$ cat config.mk
export PLATFORM = sky130hd
export DESIGN_NAME = user_io_test_core
export DESIGN_NICKNAME = d
export VERILOG_FILES = /design/src/rtl/user_io_test_core.sv
export SDC_FILE = /design/constraint.sdc
export NUM_CORES = 1
export LEC_CHECK = 0
export ABC_AREA = 0
export CAP_MARGIN = 20
export CORE_ASPECT_RATIO = 0.5
export CORE_UTILIZATION = 30
export CTS_CLUSTER_DIAMETER = 200
export DETAILED_ROUTE_END_ITERATION = 10
export PLACE_DENSITY = 0.55
export SYNTH_ARGS = -nofsm -noshare
export SYNTH_HDL_FRONTEND = slang
export SYNTH_SLANG_ARGS = --single-unit
$ cat constraint.sdc
create_clock -name io_clock -period 2.95 [get_ports io_clock]
set_input_delay 0.59 -clock io_clock [delete_from_list [all_inputs] [get_ports io_clock]]
set_output_delay 0.59 -clock io_clock [all_outputs]
set_load 0.03 [all_outputs]
$ cat src/rtl/user_io_test_core.sv
// Pad-side IO test core: selectable loopback, counter, PRBS15 generator and
// self-synchronising counter checker between the ui and uo pad buses.
module user_io_test_core #(
  parameter int unsigned WIDTH       = 17,
  parameter int unsigned PIPE_STAGES = 2,
  parameter int unsigned LOCK_COUNT  = 8,
  parameter int unsigned ERR_W       = 16
) (
  input  logic             io_clock,
  input  logic             io_reset,
  input  logic [WIDTH-1:0] ui_in,
  input  logic [1:0]       mode,
  output logic [WIDTH-1:0] uo_out,
  output logic             locked,
  output logic             err_pulse,
  output logic [ERR_W-1:0] err_count
);

  localparam int unsigned LFSR_W  = 15;
  localparam int unsigned MATCH_W = 8;

  typedef enum logic [1:0] {
    MODE_LOOP  = 2'd0,
    MODE_COUNT = 2'd1,
    MODE_PRBS  = 2'd2,
    MODE_CHECK = 2'd3
  } mode_e;

  typedef enum logic {
    ST_HUNT   = 1'b0,
    ST_LOCKED = 1'b1
  } chk_state_e;

  mode_e               r_mode_q;
  chk_state_e          r_state;
  logic [WIDTH-1:0]    r_cnt;
  logic [LFSR_W-1:0]   r_lfsr;
  logic [MATCH_W-1:0]  r_match_cnt;
  logic [WIDTH-1:0]    r_exp;
  logic [WIDTH-1:0]    r_prev;
  logic                r_prev_vld;

  logic [WIDTH-1:0]    w_loop;
  logic [WIDTH-1:0]    w_prbs;
  logic                w_mode_chg;
  logic                w_lfsr_fb;
  logic                w_inc_match;
  logic                w_err_sat;

  assign w_mode_chg  = (mode_e'(mode) != r_mode_q);
  assign w_lfsr_fb   = r_lfsr[14] ^ r_lfsr[13];
  assign w_inc_match = r_prev_vld && (ui_in == (r_prev + WIDTH'(1)));
  assign w_err_sat   = &err_count;

  // PRBS output repeats the 15-bit state across wider buses
  for (genvar gi = 0; gi < WIDTH; gi++) begin : g_prbs
    assign w_prbs[gi] = r_lfsr[gi % LFSR_W];
  end

  // Loopback pipe: PIPE_STAGES-1 registers ahead of uo_out; only reset clears it
  if (PIPE_STAGES == 1) begin : g_pipe_none
    assign w_loop = ui_in;
  end else begin : g_pipe
    logic [WIDTH-1:0] r_pipe [PIPE_STAGES-1];

    always_ff @(posedge io_clock) begin
      if (io_reset) begin
        for (int i = 0; i < int'(PIPE_STAGES) - 1; i++) r_pipe[i] <= '0;
      end else begin
        r_pipe[0] <= ui_in;
        for (int i = 1; i < int'(PIPE_STAGES) - 1; i++) r_pipe[i] <= r_pipe[i-1];
      end
    end

    assign w_loop = r_pipe[PIPE_STAGES-2];
  end

  // Mode register, generators, checker FSM and registered outputs
  always_ff @(posedge io_clock) begin
    if (io_reset) begin
      r_mode_q    <= MODE_LOOP;
      r_state     <= ST_HUNT;
      r_cnt       <= '0;
      r_lfsr      <= '1;
      r_match_cnt <= '0;
      r_exp       <= '0;
      r_prev      <= '0;
      r_prev_vld  <= 1'b0;
      uo_out      <= '0;
      locked      <= 1'b0;
      err_pulse   <= 1'b0;
      err_count   <= '0;
    end else begin
      r_mode_q  <= mode_e'(mode);
      err_pulse <= 1'b0;

      case (r_mode_q)
        MODE_LOOP:  uo_out <= w_loop;
        MODE_COUNT: uo_out <= r_cnt;
        MODE_PRBS:  uo_out <= w_prbs;
        MODE_CHECK: uo_out <= '0;
      endcase

      if (w_mode_chg) begin
        r_cnt       <= '0;
        r_lfsr      <= '1;
        r_state     <= ST_HUNT;
        r_match_cnt <= '0;
        r_prev_vld  <= 1'b0;
        locked      <= 1'b0;
        err_count   <= '0;
      end else begin
        if (r_mode_q == MODE_COUNT) r_cnt <= r_cnt + WIDTH'(1);
        if (r_mode_q == MODE_PRBS)  r_lfsr <= {r_lfsr[LFSR_W-2:0], w_lfsr_fb};

        if (r_mode_q == MODE_CHECK) begin
          r_prev     <= ui_in;
          r_prev_vld <= 1'b1;
          case (r_state)
            ST_HUNT: begin
              if (w_inc_match) begin
                r_match_cnt <= r_match_cnt + MATCH_W'(1);
                if (r_match_cnt == MATCH_W'(LOCK_COUNT - 1)) begin
                  r_state <= ST_LOCKED;
                  locked  <= 1'b1;
                  r_exp   <= ui_in + WIDTH'(1);
                end
              end else begin
                r_match_cnt <= '0;
              end
            end
            ST_LOCKED: begin
              // Expected value free-runs; a bad word does not resync it
              r_exp <= r_exp + WIDTH'(1);
              if (ui_in != r_exp) begin
                err_pulse <= 1'b1;
                if (!w_err_sat) err_count <= err_count + ERR_W'(1);
              end
            end
          endcase
        end
      end
    end
  end

endmodule
==> results.json, run 1 <==
{
  "slew_viol_final": 0,
  "clock_path_buffers": 2,
  "setup_tns_ps": 0,
  "clock_latency_ps": 420,
  "syn_nets": 874,
  "antenna_found_initial": 0,
  "design_area_um2": 8620,
  "grt_usage": 0.172,
  "via_per_inst": 5.04,
  "die_x_um": 214,
  "p_leak_nw": 3.18,
  "max_slew_margin": 0.351,
  "async_flop_share": 0,
  "vias": 6301,
  "status": "complete, no violations",
  "ys_warn_count": 0,
  "die_y_um": 108,
  "dp_hpwl_um": 13900,
  "reg2reg_from": "r_prev[1]",
  "final_cell_mix": "dfxtp_1, nand2_1, nor2_1",
  "cts_tree": "built",
  "synth_edf_count": 0,
  "finalHoldViolCount": 0,
  "grt-ovfl-total": 0,
  "syn_area_um2": 6730,
  "reg2reg_slack_ps": 170,
  "post-route-period-util": 0.943,
  "rows": 38,
  "ys.flop_type": "dfxtp_1",
  "layout_commonest_cell": "dfxtp_1",
  "path_cells": "ha_2, nand4_1, nor4_2, xnor2_1, nand3_1, nor4_1, buf_4, and2_1, buf_4, o32ai_1, a311oi_1",
  "clockRootBuffer": "clkbuf_16",
  "fin_skew_ps": 11.1,
  "postSynthCellCount": 848,
  "ir_drop_mv": 0.383,
  "crit_top_cell": "buf_4",
  "placed_cell_area_um2": 8010,
  "power.total_mw": 4.31,
  "crit_fanout": 6,
  "worst-endpoint-arrival_ps": 3110,
  "crit_type": "reg2reg",
  "reg2reg_depth": 11,
  "die-area_um2": 23100,
  "powerDensity_nw_per_um2": 500,
  "cp-start-kind": "flip-flop",
  "timing.rr.end": "r_exp[15]",
  "endpoint_kind": "flip-flop",
  "hold_class": "reg2reg",
  "synth-seq-cells": 130,
  "clk_pin_slew_ps": 60,
  "numPortBuffers": 55,
  "hold_buffers": 0,
  "critPathSlowestCell": "nor4_2",
  "detail_route.wl_per_cell_um": 15.3,
  "syn2layout_area_growth_pct": 28.1,
  "grt_pass1_vias": 5943,
  "nets": 963,
  "first_iter_violations": 528,
  "fillCellCount": 2212,
  "start_util": 0.308,
  "ios": 56,
  "drc": 0,
  "drive_above_1_share": 0.133,
  "max_slew.worst_pin.slew_ps": 971,
  "avgSynthCellArea_um2": 7.93,
  "grt_first_pass_wirelength_um": 30800,
  "hold_depth": 2,
  "dr.pass1.iters": 5,
  "cts_sinks": 130,
  "worst_hold_slack_ps": 468,
  "drv_cap": 0,
  "period_minus_slack_ps": 2780,
  "max_freq_mhz": 359,
  "holdCritStartpoint": "r_prev[16]",
  "antenna_cells": 0,
  "core_um2": 21800,
  "grt_max_degree": 60,
  "setup_violations": 0,
  "ys_seq_area_frac": 0.387,
  "worst_path_largest_cell_delay_ps": 390,
  "routed_wl_um": 19200,
  "place_congestion": 0.818,
  "ant_nets": 0,
  "ys_types": 66,
  "crit_required_ps": 3270,
  "numCtsBuffers": 17,
  "hold_end": "r_prev[16]",
  "h-tree-depth": 4
}
==> state kept, by name (all words and copies together), names as in the netlist <==
name           flops
r_match_cnt        8
locked             1
r_state            1
r_exp             17
r_prev_vld         1
r_mode_q           2
err_count         16
uo_out            17
r_cnt             17
r_prev            17
g_pipe.r_pipe     17
r_lfsr            15
err_pulse          1
==> cell families after synthesis <==
logic type	after synthesis	synth area share
AO/OA/AOI/OAI	140	0.134
XOR/XNOR	75	0.0976
adder cells (fa/ha/maj)	5	0.00930
buffers and inverters	73	0.0433
flip-flops	130	0.387
AND/OR/NAND/NOR	396	0.285
multiplexers	29	0.0437
==> layout make-up <==
cell class	count	area, um^2	share of cell area
sequential	130	2600	0.302
inverter	10	37.5	0.00436
timing repair buffer	133	1170	0.136
multi-input combinational	645	3840	0.446
tap	300	375	0.0436
clock inverter	11	129	0.0150
clock buffer	21	460	0.0534
==> worst max-delay path by stage <==
stage          startpoint       endpoint  cells past startpoint
2_1_floorplan     r_state      r_exp[16]                     12
3_3_place_gp     ui_in[2]  err_count[11]                     13
3_5_place_dp    ui_in[14]      r_exp[15]                     11
4_1_cts         r_prev[1]      r_exp[15]                     11
5_1_grt         r_prev[1]      r_exp[15]                     11
6_report        r_prev[1]      r_exp[15]                     11
==> synthesized netlist by cell type, types with 3 or more instances <==
cell type,count,share of area
mux2i_1,26,0.039
xnor2_1,29,0.038
dfxtp_1,130,0.39
a211oi_1,5,0.0056
xor2_1,46,0.060
nor2b_1,22,0.020
and4_1,3,0.0039
nand2b_1,4,0.0037
or3_1,11,0.010
nand2_1,111,0.062
nand3b_1,3,0.0033
o211ai_1,5,0.0056
buf_1,8,0.0045
nand3_1,52,0.039
buf_2,8,0.0060
nor3_1,16,0.012
nor4_1,16,0.015
and2_1,10,0.0093
nand4_1,21,0.020
ha_1,5,0.0093
a31oi_1,9,0.0084
inv_1,10,0.0056
mux2_2,3,0.0050
o31ai_1,3,0.0033
nor3b_1,4,0.0045
a21oi_1,64,0.048
clkbuf_1,45,0.025
nor2_1,104,0.058
o21ai_0,19,0.014
and3_1,8,0.0074
==> power by group <==
group / internal, mW / leakage (nW) / switching (mW)
combinational: 0.162 / 1.84 / 0.223
clock: 1.30 / 0.284 / 0.828
sequential: 1.79 / 1.06 / 0.0149
total: 3.25 / 3.18 / 1.07
==> metal layers <==
metal,wire length (um),track usage,vias to the layer above
li1,-,-,3119
met1,9500,0.234,2999
met2,8540,0.273,158
met3,771,0.0303,25
met4,341,0.0571,0
met5,0,0,-
==> metrics by stage <==
| step | setup slack, ps | utilization | instances |
|---|---|---|---|
| after global placement | -207 | 0.367 | 1217 |
| after global routing | -89.6 | 0.395 | 1250 |
| after floorplan | 94.0 | - | 848 |
| final | 167 | 0.395 | 1250 |
| after detailed placement | -263 | 0.367 | 1217 |
| after CTS | 138 | 0.394 | 1249 |
==> worst max-delay path: cells and delay by family, from the launching register on <==
kind	cells	cell delay, ps
buf+inv	2	320
fa+ha+maj	1	250
flops	1	350
compound gates	2	310
simple gates	5	1230
xor+xnor	1	210
==> what timing repair did <==
action / CTS / global route
buffers inserted: 0 / 1
setup endpoints to repair: 0 / 2
gates resized for setup: 0 / 3
Power figures use the tool's default switching activity.
==> run 2, diff against run 1 <==
--- a/config.mk
+++ b/config.mk
@@ -10,6 +10,7 @@
 export CORE_ASPECT_RATIO = 0.5
 export CORE_UTILIZATION = 30
 export CTS_CLUSTER_DIAMETER = 200
+export CTS_CLUSTER_SIZE = 16
 export DETAILED_ROUTE_END_ITERATION = 10
 export PLACE_DENSITY = 0.55
 export SYNTH_ARGS = -nofsm -noshare
==> results of run 2 <==
Same layout as run 1: the final DEF is identical, and so are final timing and power.
